File: config.mk
export PLATFORM = sky130hd
export DESIGN_NAME = adc_peak_meter
export DESIGN_NICKNAME = d
export VERILOG_FILES = /design/src/rtl/adc_peak_meter.sv
export SDC_FILE = /design/constraint.sdc
export NUM_CORES = 1
export LEC_CHECK = 0
export CORE_UTILIZATION = 25
export CTS_BUF_LIST = sky130_fd_sc_hd__clkbuf_2
export DETAILED_ROUTE_END_ITERATION = 8
export PLACE_DENSITY = 0.43
export SETUP_SLACK_MARGIN = 0.3
export SYNTH_ARGS = -nofsm -noshare
export SYNTH_HDL_FRONTEND = slang
export SYNTH_SLANG_ARGS = --single-unit
File: constraint.sdc
create_clock -name clk -period 5.1 [get_ports clk]
set_input_delay 0.51 -clock clk [delete_from_list [all_inputs] [get_ports clk]]
set_output_delay 0.51 -clock clk [all_outputs]
set_load 0.01 [all_outputs]
File: src/rtl/adc_peak_meter.sv
// adc_peak_meter: windowed peak |x| and overload count of the raw ADC stream
module adc_peak_meter #(
  parameter int WIDTH = 16,
  parameter logic [6:0] BASE = 7'hA,
  parameter int DEF_LOG2 = 16
) (
  input  logic             clk,
  input  logic             rst,
  input  logic             set_stb,
  input  logic [6:0]       set_addr,
  input  logic [31:0]      set_data,
  input  logic [WIDTH-1:0] in_data,
  input  logic             in_ovf,
  output logic [WIDTH-1:0] peak_o,
  output logic [15:0]      ovf_cnt_o,
  output logic             valid_o,
  output logic             clip_o
);
  localparam logic [WIDTH-1:0] MAXP = {1'b0, {(WIDTH-1){1'b1}}};
  localparam logic [WIDTH-1:0] MINV = {1'b1, {(WIDTH-1){1'b0}}};
  localparam logic [4:0] DEF = 5'(DEF_LOG2);
  logic cfg_wr, en, o1, v1, o2, v2, term;
  logic [4:0] lg, lg_n;
  logic [WIDTH-1:0] d1, a1, a2, run_max, mx;
  logic [15:0] run_cnt, oc;
  logic [23:0] cnt, ones;
  logic unused;
  assign unused = ^{set_data[31:9], set_data[7:5]};
  assign cfg_wr = set_stb && set_addr == BASE;
  assign lg_n = set_data[4:0] < 5'd4 ? 5'd4 : set_data[4:0] > 5'd24 ? 5'd24 : set_data[4:0];
  assign a1 = d1 == MINV ? MAXP : d1[WIDTH-1] ? -d1 : d1;
  assign ones = (24'd1 << lg) - 24'd1;
  assign term = en && v2 && cnt == ones;
  assign mx = a2 > run_max ? a2 : run_max;
  assign oc = run_cnt == 16'hFFFF ? run_cnt : run_cnt + 16'(o2);
  // config register: clamped window exponent and enable
  always_ff @(posedge clk)
    if (rst) begin
      lg <= DEF;
      en <= 1'b1;
    end else if (cfg_wr) begin
      lg <= lg_n;
      en <= set_data[8];
    end
  // S1 sample capture and S2 saturating abs; a write discards in-flight samples
  always_ff @(posedge clk)
    if (rst) begin
      d1 <= '0;
      o1 <= 1'b0;
      v1 <= 1'b0;
      a2 <= '0;
      o2 <= 1'b0;
      v2 <= 1'b0;
    end else begin
      d1 <= in_data;
      o1 <= in_ovf;
      v1 <= en && !cfg_wr;
      a2 <= a1;
      o2 <= o1;
      v2 <= v1 && en && !cfg_wr;
    end
  // S3 window accumulation and publish on terminal count
  always_ff @(posedge clk)
    if (rst) begin
      cnt <= '0;
      run_max <= '0;
      run_cnt <= '0;
      peak_o <= '0;
      ovf_cnt_o <= '0;
      valid_o <= 1'b0;
      clip_o <= 1'b0;
    end else begin
      valid_o <= term && !cfg_wr;
      if (cfg_wr || !en) begin
        cnt <= '0;
        run_max <= '0;
        run_cnt <= '0;
      end else if (v2) begin
        cnt <= term ? '0 : cnt + 24'd1;
        run_max <= term ? '0 : mx;
        run_cnt <= term ? '0 : oc;
      end
      if (term && !cfg_wr) begin
        peak_o <= mx;
        ovf_cnt_o <= oc;
        clip_o <= mx == MAXP || oc != 16'd0;
      end
    end
endmodule

Word level (Yosys, flattened, before mapping)
Cells that the tools add are included.
{"block": "word_totals", "regBits": 132, "latch_bits": 0, "ram_bits": 0, "mem_bits_ro": 0, "inputBits": 59, "output_inout_bits": 34, "wordCells": 53, "mem_count": 0}
{"block": "classes", "addsub": 4, "n_mul": 0, "div": 0, "order_cmp": 3, "eq_ne": 5, "shift": 1, "mux": 9, "bitwise_logic": 1, "n_reduce_logical": 14}
{"op": "$mux 16", "n": 4}
{"op": "$eq 16x16->1 const B", "n": 2}
{"op": "$mux 15", "n": 2}
{"op": "$add 24x1->24 const B", "n": 1}
{"op": "$eq 24x24->1", "n": 1}
{"op": "$mux 24", "n": 1}
{"op": "$shl 1x5->24 const A", "n": 1}
{"op": "$sub 24x1->24 const B", "n": 1}
{"op": "$add 16x1->16", "n": 1}
{"op": "$eq 16x15->1 const B", "n": 1}
{"op": "$gt 16x16->1", "n": 1}
{"op": "$neg 16->16", "n": 1}
{"op": "$reduce_bool 16->1", "n": 1}
{"op": "$mux 5", "n": 2}
{"op": "$eq 7x4->1 const B", "n": 1}
{"op": "$logic_and 1x1->1", "n": 7}
{"op": "$gt 5x5->1 const B", "n": 1}
{"op": "$lt 5x3->1 const B", "n": 1}
{"op": "$reduce_or 3->1", "n": 1}
{"op": "$logic_not 1->1", "n": 2}
{"op": "$logic_or 1x1->1", "n": 2}
{"op": "$reduce_or 2->1", "n": 1}
{"op": "$not 1->1", "n": 1}

Depth between registers and ports, before layout
Gate-level depths: netlist of run 1.
{"block": "depth", "depth_word": 5, "depth_mapped": 14, "mapped_depth_nobuf": 11}

Worst setup path before layout of run 1
No wires, ideal clock.
{"block": "synth_path", "kind": "register to register", "startpoint": "register lg[4]", "endpoint": "register clip_o", "arrival_time_ps": 3396, "setup_slack_ps": 1584, "stages_incl_launch_ff": 13, "path_buffers": 2, "synth_period_minus_slack_ps": 3516, "path_cell_list": "dfxtp_1 -> buf_2 -> or2_0 -> or4b_2 -> ha_1 -> buf_2 -> o31ai_1 -> a22oi_1 -> xnor2_1 -> or4_1 -> nor4_1 -> nand3_1 -> o31a_1"}
{"block": "synth_via", "elab_chain_len": 5}
{"item": "start: declaration", "line": "23", "rtl": "logic [4:0] lg, lg_n;"}
{"item": "start signal: assignment", "line": "42", "rtl": "lg <= lg_n;"}
{"item": "$shl 1x5->24", "line": "32", "rtl": "assign ones = (24'd1 << lg) - 24'd1;"}
{"item": "$sub 24x1->24", "line": "32"}
{"item": "$eq 24x24->1", "line": "33", "rtl": "assign term = en && v2 && cnt == ones;"}
{"item": "$logic_and 1x1->1", "line": "33"}
{"item": "$logic_and 1x1->1", "line": "83", "rtl": "if (term && !cfg_wr) begin"}
{"item": "end signal: assignment", "line": "71", "rtl": "clip_o <= 1'b0;"}
{"item": "end signal: assignment", "line": "86", "rtl": "clip_o <= mx == MAXP || oc != 16'd0;"}
{"item": "end: declaration", "line": "17", "rtl": "output logic clip_o"}
No other way between the ends.
A chain may end at the register's enable or synchronous reset.

Worst setup path in the final report of run 1
{"block": "layout_path", "startpoint": "register lg[1]", "endpoint": "register run_max[4]"}
{"block": "layout_via", "elab_chain_len": 5}
{"item": "$shl 1x5->24", "line": "32"}
{"item": "$sub 24x1->24", "line": "32"}
{"item": "$eq 24x24->1", "line": "33"}
{"item": "$logic_and 1x1->1", "line": "33"}
{"item": "$mux 16", "line": "80", "rtl": "run_max <= term ? '0 : mx;"}
{"item": "end signal: assignment", "line": "80"}
{"item": "end: declaration", "line": "24", "rtl": "logic [WIDTH-1:0] d1, a1, a2, run_max, mx;"}
No other way between the ends.

==> impl_metrics.py, run 1 <==
metrics = {
    "place": {
        "dp_cells": 1205,
        "port_buffers": 66,
        "gp_congestion": 0.776,
        "hpwl_um": 12400,
    },
    "setup_path": {
        "r2r-end": "run_max[4]",
        "crit_start": "lg[1]",
        "crit_type": "register to register",
        "timing.rr.start": "lg[1]",
        "cp-endpoint": "run_max[4]",
        "critPathCaptureType": "register",
        "r2r_setup_slack_ns": 1.04,
        "ff2ff_path_depth": 12,
        "arrival_ns": 4.66,
        "start_kind": "register",
        "path_max_fanout": 30,
        "required_ns": 5.69,
    },
    "pwr": {
        "combPwrFrac_pct": 10.4,
        "seqPwrFrac_pct": 55.7,
        "p_leak_nw": 3.14,
        "vdd_drop_max_mv": 0.120,
        "p_clk_share_pct": 33.9,
        "cell_internal_pwr_w": 0.00138,
        "p_sw_w": 0.000561,
        "swShare_pct": 28.9,
        "power.density_nw_per_um2": 236,
    },
    "clocking": {
        "htree_num_levels": 4,
        "cts-root-buf": "clkbuf_2",
        "cts_tree": "yes",
        "cts_resized": 0,
        "cts_hold_buf": 0,
        "cts.path.max_buffers": 2,
        "insertion_delay_ns": 0.70,
        "clock-sinks": 132,
        "cts_inserted_buffers": 17,
        "cts_setup_buffers": 0,
        "clk_pin_slew_worst_paths_ns": 0.23,
    },
    "die": {
        "io_pins": 93,
        "start_util_pct": 25.7,
        "dieArea_um2": 28700,
        "rows": 60,
        "die_w_um": 169,
        "core_um2": 27300,
        "die_h_um": 169,
    },
    "synth": {
        "ys.flop_type": "dfxtp_1",
        "synth_seq_cells": 132,
        "synth_top_area_share_pct": 37.7,
        "post_synth.cell_area_avg_um2": 8.67,
        "postSynthCellCount": 808,
        "synth_edf_count": 0,
        "yosysSeqAreaShare_pct": 37.7,
        "yosys.area.top_type": "dfxtp_1",
        "synthTopCellsByArea": "dfxtp_1, mux2i_1, nor2_1",
        "synth_fp_nets": 888,
        "synthArstFlopShare_pct": 0,
        "synth_area_um2": 7010,
        "synth_cell_types": 69,
        "ys_warn_count": 0,
    },
    "sta": {
        "skew_ns": 0.0295,
        "setup_viol": 0,
        "worst_pin_slew_ns": 0.984,
        "min_period_over_period_pct": 79.6,
        "post-route-min-period_ns": 4.06,
        "timing.fmax_mhz": 246,
        "slew_viol_final": 0,
        "finalSetupTns_ns": 0,
        "hold_violations": 0,
        "max-slew-margin-rel_pct": 34.4,
        "rsz0062_at_grt": "no",
    },
    "finish": {
        "final_common_cell": "dfxtp_1",
        "layout-drive-gt1-share_pct": 8.55,
        "final_cell_mix": "dfxtp_1, nor2_1, clkdlybuf4s50_1",
        "layout.nets": 932,
        "final_cells": 1239,
        "syn2layout_area_growth_pct": 17.2,
    },
    "global_route": {
        "grt_pass1_vias": 5500,
        "grt_max_degree": 75,
        "grt_pass1_wl_um": 29200,
        "gr-usage-all-layers_pct": 12.8,
        "grt_overflow": 0,
        "antenna_found_initial": 1,
    },
    "detailed_routing": {
        "drc": 0,
        "wl_um": 17500,
        "firstDrtPassIters": 5,
        "wire_per_inst_um": 14.1,
        "drtIter0Drc": 297,
        "vias": 5608,
        "viasPerCell": 4.53,
        "drtAntennaViolNets": 0,
    },
    "hold_path": {
        "hold_path.class": "input pin to register",
    },
    "flow_run": {
        "max_cap_violations": 0,
    },
    "outcome": {
        "status": "complete, no violations",
    },
}
## area by class of cell
cell class	count	area, um^2
fillers	2945	19000
inverters	24	90.1
flip-flops and latches	132	2640
clock buffers	17	85.1
multi-input cells	601	4030
repair buffers	76	743
diodes	2	5.00
well taps	372	465
clock inverters	15	158
## synth_stat cells (4+ instances only)
cell type	instances
dfxtp_1	132
nor2_1	119
mux2i_1	53
nand2_1	44
a21oi_1	42
xor2_1	42
nand3_1	36
clkbuf_1	26
inv_1	24
xnor2_1	24
ha_1	21
nor2b_1	21
nand4_1	20
buf_2	17
mux2_2	17
o21ai_0	17
nand2b_1	15
and3_1	13
a31oi_1	8
nor3_1	8
o31ai_1	8
and2_1	7
nor4_1	6
and4_1	5
or3_1	5
or4_1	5
buf_6	4
nor4b_1	4
## through the flow
step | util (%) | hold slack (ns) | total power [W] | instance area, um^2 | worst slack, ns
6_report | 30.1 | 0.328 | 0.00194 | 8210 | 1.04
5_1_grt | 30.1 | 0.207 | 0.00205 | 8210 | 0.689
4_1_cts | 30.1 | 0.231 | 0.00199 | 8210 | 0.986
3_5_place_dp | 29.2 | 0.411 | 0.00131 | 7970 | 1.04
3_3_place_gp | 29.2 | 0.413 | 0.00131 | 7970 | 1.05
2_1_floorplan | - | 0.406 | 0.00123 | 7010 | 1.58
## worst max-delay path: stages (launching register included)
cell and delay [ns]:
dfxtp_1 0.63, or4b_2 0.77, ha_1 0.38, nor2_1 0.20
a31oi_1 0.10, o32ai_1 0.45, xor2_1 0.13, and4bb_2 0.36
nand3_1 0.09, buf_4 0.22, nand2_2 0.29, buf_12 0.24
nor2_1 0.06
## metal layers
metal	track usage, %	vias to the layer above	wire [um]
li1	-	2923	-
met1	16.4	2610	8410
met2	21.8	69	8380
met3	3.17	6	630
met4	2.86	0	107
met5	0	-	0
## registers in the layout, indices dropped and copies added (netlist names)
signal     flops
run_cnt       16
ovf_cnt_o     16
peak_o        16
run_max       16
d1            16
v1             1
v2             1
o1             1
cnt           24
en             1
o2             1
valid_o        1
lg             5
a2            16
clip_o         1
## cell families (layout without fill, tap and decap cells)
kind of cell | Yosys count | after routing | share of synthesized area [%]
simple gates | 330 | 330 | 24.2
mux | 70 | 70 | 10.3
xor+xnor | 67 | 67 | 8.57
flops | 132 | 132 | 37.7
buf+inv | 75 | 132 | 4.86
compound gates | 113 | 113 | 10.6
other cells | 0 | 2 | 0
fa+ha+maj | 21 | 21 | 3.75
## worst min-delay path by stage
stage | endpoint | cells after the start | slack (ns) | start
after floorplan | v2 | 1 | 0.41 | v1
after global placement | v2 | 1 | 0.41 | v1
after detailed placement | v2 | 1 | 0.41 | v1
after CTS | d1[5] | 2 | 0.23 | in_data[5]
after global routing | d1[5] | 2 | 0.21 | in_data[5]
final | d1[5] | 2 | 0.33 | in_data[5]
## power groups by stage
stage / Sequential [W] / Clock (W) / Combinational (W)
2_1_floorplan: 0.00109 / 0 / 0.000142
6_report: 0.00108 / 0.000658 / 0.000201
5_1_grt: 0.00109 / 0.000739 / 0.000226
4_1_cts: 0.00108 / 0.000697 / 0.000207
3_5_place_dp: 0.00110 / 0 / 0.000205
3_3_place_gp: 0.00110 / 0 / 0.000207
(Power assumes the default switching activity.)
==> inputs of run 2 (changes only) <==
Settings changed: PLACE_DENSITY 0.43 to 0.44.
Clock period 5.1 ns to 3.7 ns, I/O delays scaled along.
==> run 2 against run 1 <==
Sequential share of layout area fell by 0.90 points; total power grew 44%; register-to-register slack lost 0.67 ns; wire length increased by 1.6%; die area did not move; core utilization rose by 0.88 points; global-route usage up 0.11 points; clock skew rose by 0.024 ns; sequential power is 38% higher; largest cell class unchanged.
==> impl_metrics.py, run 2 (synthesis results as in run 1) <==
metrics = {
    "setup_path": {
        "start_kind": "register",
        "r2r-end": "clip_o",
        "ff2ff_path_depth": 12,
        "critPathCaptureType": "register",
        "crit_start": "lg[3]",
        "timing.rr.start": "lg[3]",
        "slowest_stage": "or4_4",
        "cpPeakStageDelay_ns": 0.53,
        "r2r_setup_slack_ns": 0.37,
        "path_cells": "or2_4 -> or4b_4 -> ha_4 -> buf_4 -> nand2_1 -> o31ai_2 -> a22oi_2 -> xnor2_2 -> or4_4 -> nor4_2 -> nand3_1 -> o31a_1",
        "crit_family": "simple AND/OR/NAND/NOR gates",
        "required_ns": 4.29,
        "path_max_fanout": 7,
        "worst-path-buf-inv": 1,
        "crit_type": "register to register",
        "arrival_ns": 3.92,
    },
    "sta": {
        "skew_ns": 0.0538,
        "hold_violations": 0,
        "worst_pin_slew_ns": 0.793,
        "rsz0062_at_grt": "yes",
        "max-slew-margin-rel_pct": 47.1,
        "slew_viol_final": 0,
        "timing.fmax_mhz": 300,
        "finalSetupTns_ns": 0,
        "layout_setup_ws_ns": 0.367,
        "post-route-min-period_ns": 3.33,
        "min_period_over_period_pct": 90.1,
        "setup_viol": 0,
        "hold_ws_ns": 0.120,
    },
    "finish": {
        "largest_reg_flops": 24,
        "top_register": "cnt",
        "fin_util_pct": 31.0,
        "syn2layout_area_growth_pct": 20.6,
        "final_common_cell": "dfxtp_1",
        "layout.nets": 944,
        "layout-drive-gt1-share_pct": 11.5,
        "final_cell_mix": "dfxtp_1, nor2_1, clkdlybuf4s50_1",
    },
    "pwr": {
        "swShare_pct": 28.8,
        "p_leak_nw": 3.26,
        "power.density_nw_per_um2": 331,
        "p_sw_w": 0.000805,
        "vdd_drop_max_mv": 0.167,
        "combPwrFrac_pct": 10.2,
        "seqPwrFrac_pct": 53.2,
        "cell_internal_pwr_w": 0.00199,
        "p_clk_share_pct": 36.6,
        "total_power_w": 0.00280,
    },
    "outcome": {
        "status": "complete, no violations",
    },
    "clocking": {
        "clock-sinks": 132,
        "htree_num_levels": 4,
        "cts-root-buf": "clkbuf_2",
        "cts_tree": "yes",
        "clk_pin_slew_worst_paths_ns": 0.23,
        "cts_inserted_buffers": 17,
        "insertion_delay_ns": 0.72,
        "cts_hold_buf": 0,
        "cts.path.max_buffers": 2,
    },
    "global_route": {
        "antenna_found_initial": 1,
        "grt_overflow": 0,
        "grt_max_degree": 75,
        "gr-usage-all-layers_pct": 13.0,
        "grt_pass1_wl_um": 29200,
        "grt_pass1_vias": 5527,
    },
    "detailed_routing": {
        "firstDrtPassIters": 5,
        "wl_um": 17800,
        "drtAntennaViolNets": 0,
        "vias": 5685,
        "wire_per_inst_um": 14.2,
        "drc": 0,
        "viasPerCell": 4.55,
        "drtIter0Drc": 289,
    },
    "hold_path": {
        "min_to": "run_cnt[5]",
        "hold_path.class": "input pin to register",
        "hold_depth": 4,
        "hp-start": "rst",
    },
    "place": {
        "port_buffers": 66,
        "hpwl_um": 12600,
        "dpl_worst_slack_ns": 0.169,
        "gp_congestion": 0.781,
    },
    "die": {
        "core_um2": 27300,
        "rows": 60,
        "start_util_pct": 25.7,
        "io_pins": 93,
        "die_w_um": 169,
        "die_h_um": 169,
        "dieArea_um2": 28700,
    },
    "flow_run": {
        "max_cap_violations": 0,
    },
}
==> run 2: worst max path at each step <==
stage              to  slack, ns  cells after the start
2_1_floorplan  clip_o       0.40                     12
3_3_place_gp   clip_o       0.20                     11
3_5_place_dp   clip_o       0.17                     11
4_1_cts        clip_o       0.26                     12
5_1_grt        clip_o       0.21                     12
6_report       clip_o       0.37                     12
==> run 2: power groups by stage <==
stage          combinational [W]  sequential (W)  clock [W]
2_1_floorplan           0.000196         0.00150          0
3_3_place_gp            0.000289         0.00152          0
3_5_place_dp            0.000286         0.00152          0
4_1_cts                 0.000289         0.00149    0.00108
5_1_grt                 0.000321         0.00150    0.00113
6_report                0.000285         0.00149    0.00102
==> run 2: what timing repair did <==
item / in CTS / in global routing
endpoints found under the setup margin: 57 / 43
setup buffers: 4 / 1
pin swaps: 5 / 13
gates resized for setup: 3 / 10
==> run 2: cell type report <==
cell class / instances / area, um^2
Sequential cell: 132 / 2640
Multi-Input combinational cell: 601 / 4120
Clock buffer: 17 / 85.1
Timing Repair Buffer: 88 / 858
Tap cell: 372 / 465
Clock inverter: 15 / 191
Fill cell: 2945 / 18800
Inverter: 24 / 90.1
Antenna cell: 1 / 2.50
==> run 2: tightest hold or removal path, cell delays in order <==
cell and delay, ns:
buf_2 0.09, nand3b_1 0.10, buf_4 0.20, a21oi_1 0.05
==> run 2: through the flow <==
step	cell area (um^2)	instances
final	8450	1250
after global routing	8450	1250
after CTS	8380	1248
after detailed placement	8050	1212
after global placement	8050	1212
after floorplan	7030	808
==> run 2: metal layers <==
metal | global-route usage [%] | vias to the layer above | part of all wire, %
met5 | 0 | - | 0
met4 | 4.35 | 0 | 1.5
met3 | 2.54 | 14 | 2.6
met2 | 21.2 | 71 | 47
met1 | 17.0 | 2672 | 49
li1 | - | 2928 | -
